## src/rtl/cla_seq_pkg.sv

```systemverilog
// Shared types and helpers for the sequential carry-lookahead adder.
package cla_seq_pkg;

   typedef enum logic [1:0] {
      IDLE,
      RUN,
      DONE
   } state_t;

   localparam int unsigned SLICE_DEFAULT = 16;

   // Width of the slice index register; never narrower than one bit.
   function automatic int unsigned idx_width(input int unsigned ns);
      int unsigned w;
      if (ns > 1) w = unsigned'($clog2(ns));
      else        w = 1;
      return w;
   endfunction

endpackage

```

## src/rtl/cla_slice.sv

```systemverilog
// Combinational SLICE-bit carry-lookahead adder built from 4-bit groups.
// Exports the carry into its MSB so the caller can derive signed overflow.
module cla_slice #(
   parameter int unsigned SLICE = 16
) (
   input  logic [SLICE-1:0] a,
   input  logic [SLICE-1:0] b,
   input  logic             cin,
   output logic [SLICE-1:0] sum,
   output logic             cout,
   output logic             c_msb
);

   localparam int unsigned NG = SLICE / 4;

   logic [SLICE-1:0] g;
   logic [SLICE-1:0] p;
   logic [SLICE-1:0] c;
   logic [NG-1:0]    gg;
   logic [NG-1:0]    pg;
   logic [NG:0]      gc;

   assign g = a & b;
   assign p = a ^ b;

   // Per-group generate/propagate and in-group bit carries from the group carry-in.
   for (genvar k = 0; k < NG; k++) begin : g_grp
      localparam int unsigned B = 4 * k;
      assign gg[k]  = g[B+3] | (p[B+3] & g[B+2]) | (p[B+3] & p[B+2] & g[B+1])
                    | (p[B+3] & p[B+2] & p[B+1] & g[B]);
      assign pg[k]  = &p[B+3:B];
      assign c[B]   = gc[k];
      assign c[B+1] = g[B] | (p[B] & gc[k]);
      assign c[B+2] = g[B+1] | (p[B+1] & g[B]) | (p[B+1] & p[B] & gc[k]);
      assign c[B+3] = g[B+2] | (p[B+2] & g[B+1]) | (p[B+2] & p[B+1] & g[B])
                    | (p[B+2] & p[B+1] & p[B] & gc[k]);
   end

   // Group-level carry chain driven by group generate/propagate.
   always_comb begin
      gc    = '0;
      gc[0] = cin;
      for (int unsigned k = 0; k < NG; k++) begin
         gc[k+1] = gg[k] | (pg[k] & gc[k]);
      end
   end

   assign sum   = p ^ c;
   assign cout  = gc[NG];
   assign c_msb = c[SLICE-1];

endmodule

```

## src/rtl/cla_seq_adder.sv

```systemverilog
// Multi-cycle WIDTH-bit adder/subtractor reusing one SLICE-bit lookahead slice,
// LSB slice first, carry registered between cycles.
// Optional feature macro: CLA_SEQ_OVF_EN adds the signed-overflow output ovf.
module cla_seq_adder
   import cla_seq_pkg::*;
#(
   parameter int unsigned WIDTH = 64,
   parameter int unsigned SLICE = SLICE_DEFAULT
) (
   input  logic             clk,
   input  logic             rst_n,
   input  logic             in_valid,
   output logic             in_ready,
   input  logic [WIDTH-1:0] a,
   input  logic [WIDTH-1:0] b,
   input  logic             cin,
   input  logic             op_sub,
   output logic             out_valid,
   input  logic             out_ready,
   output logic [WIDTH-1:0] sum,
   output logic             cout
`ifdef CLA_SEQ_OVF_EN
   ,
   output logic             ovf
`endif
);

   localparam int unsigned  NS   = WIDTH / SLICE;
   localparam int unsigned  IW   = idx_width(NS);
   localparam logic [IW-1:0] LAST = IW'(NS - 1);

   if ((SLICE == 0) || ((WIDTH % SLICE) != 0) || ((SLICE % 4) != 0)) begin : g_bad_cfg
      $error("cla_seq_adder: WIDTH must be a multiple of SLICE and SLICE a multiple of 4");
   end

   state_t                      state_q, state_d;
   logic [NS-1:0][SLICE-1:0]    a_q, b_q, sum_q;
   logic                        carry_q;
   logic [IW-1:0]               idx_q;
   logic [SLICE-1:0]            slice_sum;
   logic                        slice_cout;
   logic                        slice_cmsb;
   logic                        accept;
   logic                        last;

   assign accept = in_valid & in_ready;
   assign last   = (state_q == RUN) && (idx_q == LAST);

   // State register.
   always_ff @(posedge clk or negedge rst_n) begin
      if (!rst_n) state_q <= IDLE;
      else        state_q <= state_d;
   end

   // Next-state logic.
   always_comb begin
      state_d = state_q;
      case (state_q)
         IDLE:    if (in_valid)  state_d = RUN;
         RUN:     if (last)      state_d = DONE;
         DONE:    if (out_ready) state_d = IDLE;
         default:                state_d = IDLE;
      endcase
   end

   // Handshake outputs decoded from state.
   always_comb begin
      in_ready  = (state_q == IDLE);
      out_valid = (state_q == DONE);
   end

   cla_slice #(
      .SLICE(SLICE)
   ) u_slice (
      .a     (a_q[idx_q]),
      .b     (b_q[idx_q]),
      .cin   (carry_q),
      .sum   (slice_sum),
      .cout  (slice_cout),
      .c_msb (slice_cmsb)
   );

   // Operand capture at accept, then one slice result and carry per RUN cycle.
   always_ff @(posedge clk or negedge rst_n) begin
      if (!rst_n) begin
         a_q     <= '0;
         b_q     <= '0;
         sum_q   <= '0;
         carry_q <= 1'b0;
         idx_q   <= '0;
      end else if (accept) begin
         a_q     <= a;
         b_q     <= b ^ {WIDTH{op_sub}};
         carry_q <= cin ^ op_sub;
         sum_q   <= '0;
         idx_q   <= '0;
      end else if (state_q == RUN) begin
         sum_q[idx_q] <= slice_sum;
         carry_q      <= slice_cout;
         idx_q        <= last ? '0 : idx_q + 1'b1;
      end
   end

   assign sum  = sum_q;
   assign cout = carry_q;

`ifdef CLA_SEQ_OVF_EN
   logic ovf_q;

   // Overflow captured from the MSB slice in the last RUN cycle.
   always_ff @(posedge clk or negedge rst_n) begin
      if (!rst_n)      ovf_q <= 1'b0;
      else if (accept) ovf_q <= 1'b0;
      else if (last)   ovf_q <= slice_cmsb ^ slice_cout;
   end

   assign ovf = ovf_q;
`else
   logic unused_c_msb;
   assign unused_c_msb = slice_cmsb;
`endif

endmodule

```

## config.mk

```make
export PLATFORM = sky130hd
export DESIGN_NAME = cla_seq_adder
export DESIGN_NICKNAME = d
export VERILOG_FILES = /design/src/rtl/cla_seq_pkg.sv /design/src/rtl/cla_slice.sv /design/src/rtl/cla_seq_adder.sv
export SDC_FILE = /design/constraint.sdc
export NUM_CORES = 1
export LEC_CHECK = 0
export BUFFER_PORTS_ARGS = -buffer_cell sky130_fd_sc_hd__buf_4
export CORE_UTILIZATION = 55
export DETAILED_ROUTE_END_ITERATION = 16
export GPL_TIMING_DRIVEN = 0
export PLACE_DENSITY = 0.81
export SYNTH_ARGS = -nofsm -noshare
export SYNTH_HDL_FRONTEND = slang
export SYNTH_SLANG_ARGS = --single-unit
```

## constraint.sdc

```tcl
create_clock -name clk -period 4.7 [get_ports clk]
set_clock_uncertainty 0.1 [all_clocks]
set_input_delay 0.47 -clock clk [delete_from_list [all_inputs] [get_ports clk]]
set_output_delay 0.47 -clock clk [all_outputs]
set_load 0.01 [all_outputs]
```

==> metrics.cfg, run 1 <==
[synthesis]
avgSynthCellArea_um2 = 12.53
ys_types = 46
muxShareOfSynthArea_pct = 15.72
syn_nets = 895
synth-compound-area-share_pct = 11.69
synth_top_area_share_pct = 53.39
ys_top_cells_by_count = dfrtp_1 (197), nor2_1 (76), xnor2_1 (71), a21oi_1 (70), mux2_2 (64)
synth_top_cell_by_area = dfrtp_1
syn_area_um2 = 9234
yosysMostFrequentCell = dfrtp_1
synth-edff-count = 0
netlist_top_cells_area = dfrtp_1 (53%), mux2_2 (7.8%), mux4_2 (7.8%)
ys_ff_latch = 197
synth-async-reset-ratio_pct = 100.0
synth_top_family_by_area = multiplexers
yosys.area_share.simple_pct = 6.057
synth-xor-area-share_pct = 6.734
syn_inst = 737
ys_seq_area_share_pct = 53.39
synth_adder_area_share_pct = 3.577
yosysWarnings = 0
synth_ff_type = dfrtp_1

[setup_path]
startpoint_type = register
path_class = reg -> reg
worstPathMaxFanout = 10
path_delay_family = compound AO/OA/AOI/OAI gates
cpMaxStageDelayCell = buf_1
crit_arrival_ps = 4640
crit_chain = clkbuf_1 > buf_1 > mux4_2 > ha_1 > a21o_1 > a221oi_2 > o22a_1 > nand2_1 > fa_1 > xnor2_1 > o21ai_0
critPathCaptureType = register
r2r_start = idx_q[1]
critPathLaunch = idx_q[1]
crit_path_max_incr_delay_ps = 580
critPathBufInv = 2
cp.required_ps = 4900

[sta]
timing_hold_violations_final = 0
fmax_mhz = 225.5
slew_headroom_pct = 45.57
rsz0062_at_grt = no
drv_slew = 0
setup_slack_ps = 265.5
setup_viol = 0
tightest_slew_ps = 816.4
period_share_pct = 94.35
min_period_ps = 4434
tns_ps = 0

[global_route]
antenna_found_initial = 0
first_global_vias = 6903
grt_max_degree = 101
grt_use_total_pct = 28.38
grt_pass1_wl_mm = 37.12
grt.overflow.total = 0

[route]
ant_nets = 0
route.detailed.drc = 0
vias_per_cell = 5.690
wirelength_mm = 23.24
dr.pass1.iters = 5
vias = 6771
wl_per_cell_um = 19.53
drt_iter0_drc = 441

[hold_path]
hp-start = out_ready
hold_path_class = in -> reg

[clock_tree]
path_clk_slew_ps = 70
htreeDepth = 4
cts_tree = built
post_cts_buffers = 0
insertion_delay_ps = 440
clock_path_buffers = 2
cts_buffers = 17
cts_root_buf = clkbuf_16
cts_sinks = 197

[place]
numPortBuffers = 199
dp.final_hpwl_mm = 17.36
pre_cts_ws_ps = 59.46
placed_area_um2 = 11040
gp_congestion = 0.8403

[final_layout]
layout.nets = 1115
n_antenna_cell = 0
syn_to_final_growth_pct = 26.42
layout-drive-gt1-share_pct = 37.22
design_area_um2 = 11670

[job]
maxCapViolCount = 0

[die]
die_x_um = 131.6
row_count = 47
initial_core_util_pct = 56.08
io_pins = 201
chipHeight_um = 131.6
dieArea_um2 = 17310
coreArea_um2 = 16470

[outcome]
outcome = completed

[power]
power_density_nw_per_um2 = 864.9
peakVddDrop_uv = 524.7
p_leak_nw = 5.224

-- placed cells by master (no fill, tap or decap), types with 3 or more instances in the layout --
cell type	Yosys	routed
fa_1	4	4
a22o_1	33	33
and2_1	3	3
nor2_1	76	76
inv_1	11	11
dfrtp_1	197	197
a21o_1	4	4
a21oi_1	70	70
clkinv_4	0	4
buf_4	0	198
clkbuf_1	18	17
o21ai_0	20	20
o31ai_1	9	9
a32o_1	8	8
mux2_2	64	64
bufinv_16	0	3
o21a_1	3	3
nand2_1	35	35
xnor2_1	71	71
clkbuf_16	0	17
buf_2	16	16
mux4_2	32	32
ha_1	20	20
clkbuf_8	2	4
buf_1	9	9
-- through the flow --
stage,instances,hold slack (ps),util [%],total power [mW]
global placement,1156,367.4,66.82,8.363
detailed placement,1157,370.2,67.04,8.535
floorplan,737,74.41,-,6.779
finish,1190,154.1,70.90,10.10
global route,1190,157.8,70.90,10.76
CTS,1190,143.5,70.89,10.09
-- registers in the layout, summed over array words and instances (netlist names) --
register  count
a_q          64
b_q          64
state_q       2
cout          1
idx_q         2
sum          64
-- power breakdown --
group,switching [mW],internal [mW]
Sequential,0.444,2.51
Combinational,3.05,2.56
Clock,0.656,0.874
Total,4.15,5.95
-- layout make-up --
class | instances | area [um2]
buffer | 46 | 221.5
clock buffer | 19 | 452.9
clock inverter | 13 | 171.4
fill | 1237 | 4792
inverter | 11 | 41.29
multi-input combinational | 483 | 4043
sequential | 197 | 4930
tap | 220 | 275.3
timing repair buffer | 201 | 1539
-- cell families after synthesis --
| group | after synthesis |
|---|---|
| buffers and inverters | 57 |
| adders and majority gates | 24 |
| and+or+nand+nor | 130 |
| xor gates and xnor gates | 71 |
| AOI/OAI and AO/OA | 161 |
| muxes | 97 |
| DFF | 197 |
-- metal layers --
metal / routed length, um / share of wire (%) / track usage, %
met3: 1669 / 7.2 / 5.941
met5: 0 / 0 / 0
met1: 9759 / 42 / 38.23
met2: 11420 / 49 / 46.68
met4: 390 / 1.7 / 8.075
-- final timing paths --
check                                   to  slack (ps)  cells after the start
worst max-delay path               sum[13]         270                     11
worst min-delay path            state_q[1]         150                      2
worst max register to register     sum[13]         270                     11
worst min register to register     sum[21]         390                      2
max in group asynchronous          b_q[61]        3020                      3
min in group asynchronous          sum[29]         550                      2
-- timing repair --
item	4_1_cts	5_1_grt
endpoints found under the setup margin	0	12
endpoints found under the hold margin	29	0
gates resized for setup	0	2
hold buffers	1	0
Note: power is estimated with default switching activity, not from simulation.
==> run 2: changes to the inputs <==
- BUFFER_PORTS_ARGS: -buffer_cell sky130_fd_sc_hd__buf_4 -> unset
- CORE_UTILIZATION: 55 -> 60
- DONT_BUFFER_PORTS: unset -> 1
- PLACE_DENSITY: 0.81 -> 0.76
==> metrics.cfg, run 2 (synthesis gave the netlist of run 1 again) <==
[final_layout]
final_cell_mix = dfrtp_1 (197), nor2_1 (76), xnor2_1 (71)
layout-drive-gt1-share_pct = 21.07
syn_to_final_growth_pct = 9.309
layout.nets = 914
multi_input_area_um2 = 4043
final_cells = 955
design_area_um2 = 10090
fillers = 1051
final_common_cell = dfrtp_1
seq_area_um2 = 4930
final_util_pct = 68.41

[power]
p_sw_share_pct = 41.95
peakVddDrop_uv = 432.6
pwr-share-clk_pct = 15.7
pwr-share-seq_pct = 31.7
power_frac_comb_pct = 52.6
cellInternalPower_mw = 5.645
p_leak_nw = 4.221
p_sw_mw = 4.079
power_density_nw_per_um2 = 963.4

[setup_path]
cpMostUsedCell = clkbuf_1
startpoint_type = register
worstPathMaxFanout = 10
critPathCaptureType = register
crit_chain = clkbuf_1 > clkbuf_1 > mux4_2 > ha_1 > and2_1 > a221oi_2 > o22a_1 > nand2_1 > fa_1 > xnor2_1 > o21ai_0
cpMaxStageDelayCell = clkbuf_1
path_class = reg -> reg
critPathBufInv = 2
r2r_start = idx_q[1]
reg2reg_slack_ps = 320
r2r-end = sum[61]
crit_arrival_ps = 4570
path_delay_family = buffers and inverters
crit_path_max_incr_delay_ps = 610
cp.required_ps = 4890
reg2reg_depth = 11

[clock_tree]
htreeDepth = 4
cts_buffers = 17
cts_sinks = 197
cts_tree = built
path_clk_slew_ps = 70
clock_path_buffers = 2
insertion_delay_ps = 440
cts_root_buf = clkbuf_16

[sta]
whs_ps = -367.6
min_period_ps = 4378
setup_viol = 0
drv_slew = 0
timing_hold_violations_final = 197
fmax_mhz = 228.4
tightest_slew_ps = 774.2
tns_ps = 0
slew_headroom_pct = 48.39
period_share_pct = 93.14
rsz0062_at_grt = no

[global_route]
antenna_found_initial = 3
grt_max_degree = 198
grt_pass1_wl_mm = 34.36
grt.overflow.total = 0
first_global_vias = 6298
grt_use_total_pct = 29.08

[route]
ant_nets = 0
route.detailed.drc = 0
vias_per_cell = 6.255
vias = 5974
wl_per_cell_um = 22.75
dr.pass1.iters = 5
wirelength_mm = 21.73
drt_iter0_drc = 430

[place]
gp_congestion = 0.8536
placed_area_um2 = 9464
dpl.cell_count = 921
numPortBuffers = 0
dp.final_hpwl_mm = 16.08

[die]
initial_core_util_pct = 62.58
io_pins = 201
row_count = 44
dieArea_um2 = 15890
coreArea_um2 = 14750
die_x_um = 126.1
chipHeight_um = 126.1

[job]
maxCapViolCount = 0

[outcome]
violations = negative hold slack
outcome = finished, violations left

[hold_path]
hold_path_class = in -> async

-- run 2: worst max-delay path by stage --
stage	from	endpoint	slack [ps]	cells after the start
finish	idx_q[1]	sum[61]	320	11
global route	idx_q[0]	sum[61]	90	13
CTS	idx_q[0]	sum[61]	30	11
detailed placement	idx_q[0]	sum[61]	70	11
global placement	idx_q[0]	sum[57]	140	11
floorplan	idx_q[0]	sum[13]	950	13
-- run 2: routing by layer --
layer | routed length [um] | global-route usage [%] | up-vias
met2 | 10760 | 48.07 | 272
met5 | 13 | 0 | -
met4 | 528 | 11.62 | 2
met1 | 8644 | 35.88 | 2986
li1 | - | - | 2668
met3 | 1776 | 8.836 | 46
-- run 2: timing repair --
item,in CTS,in global routing
endpoints found under the setup margin,0,12
setup buffers,0,0
endpoints found under the hold margin,197,197
resized for setup,0,3
-- run 2: power groups by stage --
stage | Combinational (mW) | Clock (mW) | Sequential (mW)
3_5_place_dp | 5.06 | 0 | 3.10
6_report | 5.11 | 1.53 | 3.08
2_1_floorplan | 3.85 | 0 | 2.92
3_3_place_gp | 4.85 | 0 | 3.05
5_1_grt | 5.57 | 1.61 | 3.19
4_1_cts | 5.09 | 1.55 | 3.07
-- run 2: cell type report --
type                    instances  share of cell area (%)
flip-flops and latches        197                   48.84
multi-input cells             483                   40.05
clock buffers                  19                   4.487
well taps                     184                   2.281
plain buffers                  46                   2.207
clock inverters                13                   1.673
inverters                      11                  0.4091
diodes                          2                 0.04958
-- run 2: metrics by stage --
stage	power [mW]	setup slack (ps)
floorplan	6.779	948.9
global placement	7.902	142.1
detailed placement	8.158	67.63
CTS	9.709	34.04
global route	10.37	87.51
finish	9.724	322.2
